### config.mk
export PLATFORM = sky130hd
export DESIGN_NAME = mul_seq_unit
export DESIGN_NICKNAME = d
export VERILOG_FILES = /design/src/rtl/mul_pkg.sv /design/src/rtl/mul_iter_core.sv /design/src/rtl/mul_seq_unit.sv
export SDC_FILE = /design/constraint.sdc
export NUM_CORES = 1
export LEC_CHECK = 0
export ABC_CLOCK_PERIOD_IN_PS = 14200
export BUFFER_PORTS_ARGS = -buffer_cell sky130_fd_sc_hd__buf_2
export CAP_MARGIN = 20
export CELL_PAD_IN_SITES_DETAIL_PLACEMENT = 1
export CELL_PAD_IN_SITES_GLOBAL_PLACEMENT = 2
export CORE_ASPECT_RATIO = 0.6
export CORE_MARGIN = 5
export CORE_UTILIZATION = 38
export CTS_CLUSTER_DIAMETER = 80
export DETAILED_ROUTE_END_ITERATION = 16
export PLACE_DENSITY_LB_ADDON = 0.1
export SYNTH_ARGS = -nofsm -noshare
export SYNTH_HDL_FRONTEND = slang
export SYNTH_SLANG_ARGS = --single-unit
### constraint.sdc
create_clock -name clk -period 14.2 [get_ports clk]
set_input_delay 2.84 -clock clk [delete_from_list [all_inputs] [get_ports clk]]
set_output_delay 2.84 -clock clk [all_outputs]
set_load 0.005 [all_outputs]
### src/rtl/mul_pkg.sv
// Shared definitions for the multi-cycle multiply unit: opcodes, FSM states,
// instruction field positions and small opcode classification helpers.
package mul_pkg;

    localparam int OP_HI = 23;
    localparam int OP_LO = 21;
    localparam int S_BIT = 20;
    localparam int RD_HI = 19;
    localparam int RN_HI = 15;
    localparam int RS_HI = 11;
    localparam int RM_HI = 3;

    typedef enum logic [2:0] {
        OP_MUL   = 3'b000,
        OP_MLA   = 3'b001,
        OP_ILL_A = 3'b010,
        OP_ILL_B = 3'b011,
        OP_UMULL = 3'b100,
        OP_UMLAL = 3'b101,
        OP_SMULL = 3'b110,
        OP_SMLAL = 3'b111
    } mul_op_t;

    typedef enum logic [2:0] {
        ST_IDLE,
        ST_ERR,
        ST_FETCH_OP,
        ST_FETCH_ACC,
        ST_MULT,
        ST_FIX,
        ST_WB_LO,
        ST_WB_HI
    } mul_state_t;

    // One bit per opcode value; a set bit marks an opcode with no multiply meaning.
    localparam logic [7:0] ILLEGAL_OPS = 8'b0000_1100;

    function automatic logic is_illegal(input logic [2:0] op);
        return ILLEGAL_OPS[op];
    endfunction

    function automatic logic is_long(input logic [2:0] op);
        return op[2];
    endfunction

    function automatic logic is_acc(input logic [2:0] op);
        return op[0];
    endfunction

    function automatic logic is_signed(input logic [2:0] op);
        return op[2] & op[1];
    endfunction

endpackage

### src/rtl/mul_iter_core.sv
// Iterative shift-add multiplier datapath: retires BITS_PER_CYCLE multiplier
// bits per step into a 2*WIDTH product.
module mul_iter_core #(
    parameter int WIDTH          = 32,
    parameter int BITS_PER_CYCLE = 1
) (
    input  logic                 clk,
    input  logic                 reset,
    input  logic                 load,
    input  logic                 step,
    input  logic [WIDTH-1:0]     a_in,
    input  logic [WIDTH-1:0]     b_in,
    output logic [2*WIDTH-1:0]   prod,
    output logic                 last
);

    localparam int NITER = WIDTH / BITS_PER_CYCLE;
    localparam int CW    = (NITER > 1) ? $clog2(NITER) : 1;

    logic [WIDTH-1:0]   a_q;
    // B is kept pre-shifted into the current digit position so no barrel shifter is needed.
    logic [2*WIDTH-1:0] b_q;
    logic [2*WIDTH-1:0] prod_q;
    logic [CW-1:0]      cnt_q;
    logic [2*WIDTH-1:0] pp;

    always_comb begin
        pp = '0;
        for (int i = 0; i < BITS_PER_CYCLE; i++) begin
            if (a_q[i]) begin
                pp = pp + (b_q << i);
            end
        end
    end

    always_ff @(posedge clk or posedge reset) begin
        if (reset) begin
            a_q    <= '0;
            b_q    <= '0;
            prod_q <= '0;
            cnt_q  <= '0;
        end else if (load) begin
            a_q    <= a_in;
            b_q    <= {{WIDTH{1'b0}}, b_in};
            prod_q <= '0;
            cnt_q  <= '0;
        end else if (step) begin
            a_q    <= a_q >> BITS_PER_CYCLE;
            b_q    <= b_q << BITS_PER_CYCLE;
            prod_q <= prod_q + pp;
            cnt_q  <= cnt_q + CW'(1);
        end
    end

    assign prod = prod_q;
    assign last = (cnt_q == CW'(NITER - 1));

endmodule

### src/rtl/mul_seq_unit.sv
// Multi-cycle multiply unit (MUL/MLA/UMULL/UMLAL/SMULL/SMLAL): decodes the
// latched instruction, sequences register-file reads, multiplies and writes back.
module mul_seq_unit
    import mul_pkg::*;
#(
    parameter int WIDTH          = 32,
    parameter int BITS_PER_CYCLE = 1
) (
    input  logic             clk,
    input  logic             reset,
    input  logic             start,
    input  logic [31:0]      Instr,
    output logic [3:0]       ra1,
    output logic [3:0]       ra2,
    input  logic [WIDTH-1:0] rd1,
    input  logic [WIDTH-1:0] rd2,
    output logic             we,
    output logic [3:0]       wa,
    output logic [WIDTH-1:0] wd,
    output logic             flags_we,
    output logic             flag_n,
    output logic             flag_z,
    output logic             busy,
    output logic             done,
    output logic             err
);

    // Handshake: start is accepted only in IDLE (busy=0) and is ignored otherwise;
    // busy then stays high up to and including the single-cycle done pulse.

    mul_state_t state_q, state_d;

    logic [2:0] op_q;
    logic       s_q;
    logic [3:0] rd_q, rn_q, rs_q, rm_q;
    logic       neg_q;
    logic [2*WIDTH-1:0] acc_q;
    logic [2*WIDTH-1:0] p_q;

    logic [WIDTH-1:0]   a_abs, b_abs;
    logic [2*WIDTH-1:0] prod;
    logic               mult_last;
    logic               core_load, core_step;
    logic               final_cycle;

    // Condition-code and encoding bits are outside the multiply's concern.
    logic unused_instr_bits;
    assign unused_instr_bits = ^{Instr[31:24], Instr[7:4]};

    mul_iter_core #(
        .WIDTH          (WIDTH),
        .BITS_PER_CYCLE (BITS_PER_CYCLE)
    ) u_core (
        .clk   (clk),
        .reset (reset),
        .load  (core_load),
        .step  (core_step),
        .a_in  (a_abs),
        .b_in  (b_abs),
        .prod  (prod),
        .last  (mult_last)
    );

    always_ff @(posedge clk or posedge reset) begin
        if (reset) begin
            state_q <= ST_IDLE;
        end else begin
            state_q <= state_d;
        end
    end

    always_comb begin
        state_d = state_q;
        case (state_q)
            ST_IDLE:      if (start) state_d = is_illegal(Instr[OP_HI:OP_LO]) ? ST_ERR : ST_FETCH_OP;
            ST_ERR:       state_d = ST_IDLE;
            ST_FETCH_OP:  state_d = is_acc(op_q) ? ST_FETCH_ACC : ST_MULT;
            ST_FETCH_ACC: state_d = ST_MULT;
            ST_MULT:      if (mult_last) state_d = ST_FIX;
            ST_FIX:       state_d = ST_WB_LO;
            ST_WB_LO:     state_d = is_long(op_q) ? ST_WB_HI : ST_IDLE;
            ST_WB_HI:     state_d = ST_IDLE;
            default:      state_d = ST_IDLE;
        endcase
    end

    always_comb begin
        ra1         = '0;
        ra2         = '0;
        we          = 1'b0;
        wa          = '0;
        wd          = '0;
        done        = 1'b0;
        err         = 1'b0;
        core_load   = 1'b0;
        core_step   = 1'b0;
        final_cycle = 1'b0;
        busy        = (state_q != ST_IDLE);
        case (state_q)
            ST_ERR: begin
                done = 1'b1;
                err  = 1'b1;
            end
            ST_FETCH_OP: begin
                ra1       = rm_q;
                ra2       = rs_q;
                core_load = 1'b1;
            end
            ST_FETCH_ACC: begin
                ra1 = rn_q;
                ra2 = is_long(op_q) ? rd_q : 4'd0;
            end
            ST_MULT: core_step = 1'b1;
            ST_WB_LO: begin
                we          = 1'b1;
                wa          = is_long(op_q) ? rn_q : rd_q;
                wd          = p_q[WIDTH-1:0];
                final_cycle = !is_long(op_q);
            end
            ST_WB_HI: begin
                we          = 1'b1;
                wa          = rd_q;
                wd          = p_q[2*WIDTH-1:WIDTH];
                final_cycle = 1'b1;
            end
            default: ;
        endcase
        if (final_cycle) done = 1'b1;
    end

    // Flags reflect the full 64-bit result for long ops, the low word otherwise.
    always_comb begin
        flags_we = final_cycle & s_q;
        flag_n   = 1'b0;
        flag_z   = 1'b0;
        if (final_cycle) begin
            flag_n = is_long(op_q) ? p_q[2*WIDTH-1] : p_q[WIDTH-1];
            flag_z = is_long(op_q) ? (p_q == '0) : (p_q[WIDTH-1:0] == '0);
        end
    end

    always_comb begin
        a_abs = rd1;
        b_abs = rd2;
        if (is_signed(op_q)) begin
            if (rd1[WIDTH-1]) a_abs = -rd1;
            if (rd2[WIDTH-1]) b_abs = -rd2;
        end
    end

    always_ff @(posedge clk or posedge reset) begin
        if (reset) begin
            op_q  <= '0;
            s_q   <= 1'b0;
            rd_q  <= '0;
            rn_q  <= '0;
            rs_q  <= '0;
            rm_q  <= '0;
            neg_q <= 1'b0;
            acc_q <= '0;
            p_q   <= '0;
        end else begin
            case (state_q)
                ST_IDLE: begin
                    if (start) begin
                        op_q <= Instr[OP_HI:OP_LO];
                        s_q  <= Instr[S_BIT];
                        rd_q <= Instr[RD_HI -: 4];
                        rn_q <= Instr[RN_HI -: 4];
                        rs_q <= Instr[RS_HI -: 4];
                        rm_q <= Instr[RM_HI -: 4];
                    end
                end
                ST_FETCH_OP: begin
                    neg_q <= is_signed(op_q) & (rd1[WIDTH-1] ^ rd2[WIDTH-1]);
                    acc_q <= '0;
                end
                ST_FETCH_ACC: begin
                    acc_q <= is_long(op_q) ? {rd2, rd1} : {{WIDTH{1'b0}}, rd1};
                end
                ST_FIX: begin
                    p_q <= (neg_q ? -prod : prod) + acc_q;
                end
                default: ;
            endcase
        end
    end

endmodule

==> flow_results.xml <==
<?xml version="1.0" encoding="UTF-8"?>
<metrics>
  <group name="die">
    <metric name="floorplan.io_pins" unit="">150</metric>
    <metric name="die_h" unit="um">202</metric>
    <metric name="design.core.area" unit="mm^2">0.0610</metric>
    <metric name="initial_core_utilization" unit="">0.384</metric>
    <metric name="chipWidth" unit="um">330</metric>
    <metric name="num_rows" unit="">70</metric>
    <metric name="floorplan.die_area" unit="mm^2">0.0668</metric>
  </group>
  <group name="power_and_ir_drop">
    <metric name="p_total" unit="mW">5.96</metric>
    <metric name="vdd_drop_max" unit="mV">0.125</metric>
    <metric name="switching_share" unit="">0.501</metric>
    <metric name="power_density" unit="mW/mm^2">229</metric>
    <metric name="power_report.internal_total" unit="mW">2.97</metric>
    <metric name="power.sequential.fraction" unit="">0.282</metric>
    <metric name="power_frac_comb" unit="">0.557</metric>
    <metric name="cellLeakagePower" unit="nW">11.7</metric>
    <metric name="clock_power_share" unit="">0.162</metric>
    <metric name="switching_power" unit="mW">2.99</metric>
  </group>
  <group name="sta">
    <metric name="timing.final.hold_violations" unit="">0</metric>
    <metric name="timing.final.max_slew_violations" unit="">0</metric>
    <metric name="timing.clock.skew" unit="ns">0.0217</metric>
    <metric name="worst_slew_pin_slew" unit="ns">1.16</metric>
    <metric name="final_period_minus_worst_setup_slack" unit="ns">6.22</metric>
    <metric name="maxClockFrequency" unit="GHz">0.161</metric>
    <metric name="setup_repair_after_global_routing_missed_its_margin" unit="">false</metric>
    <metric name="setup-tns-final" unit="ns">0</metric>
    <metric name="setup_viol" unit="">0</metric>
    <metric name="worst_slew_margin_rel" unit="">0.228</metric>
    <metric name="final_critical_path_share_of_the_clock_period" unit="">0.438</metric>
  </group>
  <group name="global_routing">
    <metric name="grt_first_pass_wirelength" unit="um">138000</metric>
    <metric name="via_count_of_the_first_global_routing_pass" unit="">21884</metric>
    <metric name="total_congestion_overflow" unit="">0</metric>
    <metric name="grt_antenna_before_repair" unit="">10</metric>
    <metric name="grtUsageTotal" unit="">0.266</metric>
    <metric name="pin_count_of_the_biggest_net_entering_global_routing" unit="">148</metric>
  </group>
  <group name="setup_path">
    <metric name="r2r_slack" unit="ns">8.18</metric>
    <metric name="critical_path_start_type" unit="">flip-flop</metric>
    <metric name="worst_setup_path_end_kind" unit="">primary output</metric>
    <metric name="kind_of_cell_adding_the_most_delay_to_the_critical_path" unit="">simple AND/OR/NAND/NOR gates</metric>
    <metric name="cp.arrival" unit="ns">3.38</metric>
    <metric name="worstPathRequired" unit="ns">11.36</metric>
    <metric name="path_class" unit="">reg2out</metric>
    <metric name="timing.critical_path.fanout_max" unit="">45</metric>
    <metric name="cell_by_cell_listing_of_the_critical_path" unit="">buf_4 -&gt; nor4b_1 -&gt; nand4_1 -&gt; nor4_1 -&gt; nand4_1 -&gt; a21oi_1 -&gt; buf_2</metric>
    <metric name="r2r.worst_path.cells" unit="">16</metric>
    <metric name="crit_top_cell" unit="">sky130_fd_sc_hd__nand4_1</metric>
    <metric name="critical_path_cell_count" unit="">7</metric>
    <metric name="critPathMaxStageDelay" unit="ns">0.68</metric>
    <metric name="timing.critical_path.buf_inv" unit="">2</metric>
    <metric name="cpMaxStageDelayCell" unit="">sky130_fd_sc_hd__dfrtp_4</metric>
  </group>
  <group name="placement">
    <metric name="dp_hpwl" unit="um">69900</metric>
    <metric name="final_estimated_routing_congestion_in_global_placement" unit="">0.902</metric>
    <metric name="buffer_ports.inserted" unit="">137</metric>
  </group>
  <group name="detailed_routing">
    <metric name="ant_nets" unit="">0</metric>
    <metric name="firstDrtPassIters" unit="">7</metric>
    <metric name="dr_total_vias" unit="">21844</metric>
    <metric name="avgRoutedWirePerCell" unit="um">24.4</metric>
    <metric name="drt-initial-drc-count" unit="">1519</metric>
    <metric name="drt_drc_violations_left" unit="">0</metric>
    <metric name="route.detailed.vias_per_inst" unit="">5.87</metric>
    <metric name="total_wirelength_of_the_detailed_routed_design" unit="um">90700</metric>
  </group>
  <group name="layout">
    <metric name="multi_input_area" unit="mm^2">0.0147</metric>
    <metric name="area_growth_syn_to_layout" unit="%">11.1</metric>
    <metric name="design.final.nets" unit="">3117</metric>
    <metric name="final_core_utilization" unit="">0.426</metric>
    <metric name="fillCellCount" unit="">7351</metric>
    <metric name="seq_area" unit="mm^2">0.00794</metric>
    <metric name="drive_gt1_frac" unit="">0.0919</metric>
  </group>
  <group name="clock_tree">
    <metric name="cts_sinks" unit="">317</metric>
    <metric name="clock_tree.htree_level_count" unit="">2</metric>
    <metric name="numCtsBuffers" unit="">38</metric>
    <metric name="clk_latency" unit="ns">0.56</metric>
    <metric name="clockRootBuffer" unit="">sky130_fd_sc_hd__clkbuf_16</metric>
    <metric name="cts.repair_timing.setup_buffer_count" unit="">0</metric>
    <metric name="worst_setup_hold_path_clk_slew" unit="ns">0.06</metric>
    <metric name="clock_tree.buffer_depth" unit="">3</metric>
    <metric name="cts_hold_repair.buffers" unit="">0</metric>
    <metric name="tritoncts_clock_tree" unit="">done</metric>
    <metric name="resize_count_post_cts" unit="">0</metric>
  </group>
  <group name="yosys">
    <metric name="synth_enable_flop_cells" unit="">0</metric>
    <metric name="synth_unique_cells" unit="">77</metric>
    <metric name="async_reset_ff_frac" unit="">1.00</metric>
    <metric name="yosys_warnings" unit="">0</metric>
    <metric name="syn_area_per_cell" unit="um^2">8.29</metric>
    <metric name="dominantRegCellSynth" unit="">sky130_fd_sc_hd__dfrtp_1</metric>
    <metric name="netlist_area" unit="mm^2">0.0234</metric>
    <metric name="yosys_register_bits" unit="">317</metric>
    <metric name="postSynthNetCount" unit="">3069</metric>
    <metric name="netlist_instances" unit="">2823</metric>
    <metric name="synth.yosys.seq_area_share" unit="">0.339</metric>
  </group>
  <group name="hold_path">
    <metric name="worst_hold_path_type" unit="">reg2reg</metric>
    <metric name="whs_path_depth" unit="">2</metric>
  </group>
  <group name="run_status">
    <metric name="outcome" unit="">complete, no violations</metric>
  </group>
  <group name="run">
    <metric name="maxCapViolCount" unit="">0</metric>
  </group>
</metrics>
-- cells by family after synthesis --
| group | synth area share |
|---|---|
| AO/OA/AOI/OAI | 0.237 |
| flip-flops | 0.339 |
| multiplexers | 0.0277 |
| adder cells (fa/ha/maj) | 0.0793 |
| AND/OR/NAND/NOR | 0.201 |
| buffers and inverters | 0.0332 |
| XOR/XNOR | 0.0831 |
-- layer usage --
metal | wire (um) | GRT usage | vias up
li1 | - | - | 10277
met1 | 47000 | 0.421 | 10975
met2 | 35700 | 0.363 | 504
met3 | 6320 | 0.0644 | 86
met4 | 1650 | 0.0481 | 2
met5 | 13 | 0 | -
-- tightest hold or removal path, stage by stage (launching register included) --
cell                      delay (ns)
sky130_fd_sc_hd__dfrtp_1        0.35
sky130_fd_sc_hd__nand2_1        0.05
sky130_fd_sc_hd__o21ai_0        0.06
-- flip-flops by register name, indices dropped and copies added, names as in the netlist, 5 cells and up --
register	count
p_q	64
u_core.prod	64
u_core.b_q	64
u_core.cnt_q	5
u_core.a_q	32
acc_q	64
-- worst paths after layout --
check                               startpoint              to
worst min-delay path                  acc_q[4]        acc_q[4]
min in group asynchronous                reset   u_core.a_q[7]
worst min register to register        acc_q[4]        acc_q[4]
max in group asynchronous                reset  u_core.b_q[53]
worst max-delay path                state_q[0]          flag_z
worst max register to register  u_core.prod[2]         p_q[63]
-- area by class of cell --
type	count	area share
clock inverter	6	0.00149
sequential	317	0.305
timing repair buffer	158	0.0342
tap	828	0.0399
inverter	57	0.00852
multi-input combinational	2299	0.567
clock buffer	57	0.0436
antenna	1	0.0000963
-- cell usage after synthesis, drive strengths merged, types with 9 or more instances --
master	count	area, um^2
nand2	458	1720
dfrtp	317	7930
o21ai	258	1290
nor2	192	723
a21oi	175	876
xnor2	151	1320
ha	145	1810
clkbuf	136	510
a22o	79	692
a21o	72	541
and2	72	450
xor2	71	622
a31oi	67	419
inv	57	214
nand4	46	288
nor3	43	226
mux2i	40	400
o31ai	37	292
nand3	35	175
nor4	32	215
and3	26	163
or3	23	144
or4	23	176
mux2	22	248
o21bai	21	158
a211oi	20	150
nand2b	20	133
o41ai	19	181
o21a	18	135
o211ai	17	128
buf	14	52.6
nor2b	10	62.6
a22oi	9	67.6
-- cells in the final DEF (no fill, tap or decap), types with 17 or more instances in the layout --
cell and count:
sky130_fd_sc_hd__a21o_1 72, sky130_fd_sc_hd__o21ai_0 256, sky130_fd_sc_hd__mux2i_1 40, sky130_fd_sc_hd__xnor2_1 151, sky130_fd_sc_hd__and3_1 26, sky130_fd_sc_hd__a21oi_1 175, sky130_fd_sc_hd__a31oi_1 67, sky130_fd_sc_hd__nand2b_1 18
sky130_fd_sc_hd__nand2_1 456, sky130_fd_sc_hd__nand3_1 35, sky130_fd_sc_hd__o41ai_1 17, sky130_fd_sc_hd__nand4_1 46, sky130_fd_sc_hd__o31ai_1 36, sky130_fd_sc_hd__a22o_1 79, sky130_fd_sc_hd__inv_1 56, sky130_fd_sc_hd__dfrtp_1 315
sky130_fd_sc_hd__nor4_1 31, sky130_fd_sc_hd__nor3_1 42, sky130_fd_sc_hd__a211oi_1 20, sky130_fd_sc_hd__o211ai_1 17, sky130_fd_sc_hd__o21bai_1 21, sky130_fd_sc_hd__ha_1 145, sky130_fd_sc_hd__or3_1 23, sky130_fd_sc_hd__and2_1 71
sky130_fd_sc_hd__clkbuf_16 39, sky130_fd_sc_hd__nor2_1 189, sky130_fd_sc_hd__mux2_2 22, sky130_fd_sc_hd__xor2_1 71, sky130_fd_sc_hd__o21a_1 18, sky130_fd_sc_hd__or4_1 22, sky130_fd_sc_hd__buf_4 18, sky130_fd_sc_hd__buf_2 137
-- stage by stage --
| step | instance area, um^2 | hold slack [ns] | std cells | worst slack [ns] |
|---|---|---|---|---|
| after floorplan | 23400 | 0.449 | 2823 | 2.59 |
| after global placement | 24800 | 0.476 | 3657 | 8.29 |
| after detailed placement | 24800 | 0.486 | 3657 | 8.30 |
| after CTS | 25900 | 0.500 | 3720 | 7.98 |
| after global routing | 26000 | 0.520 | 3722 | 7.80 |
| final | 26000 | 0.501 | 3723 | 7.98 |
-- power groups by stage --
stage / clock network [mW] / registers [mW] / logic, mW
2_1_floorplan: 0 / 1.47 / 2.32
3_3_place_gp: 0 / 1.68 / 3.20
3_5_place_dp: 0 / 1.70 / 3.27
4_1_cts: 0.991 / 1.69 / 3.30
5_1_grt: 1.03 / 1.72 / 3.66
6_report: 0.964 / 1.68 / 3.32
Note: power is estimated with default switching activity, not from simulation.
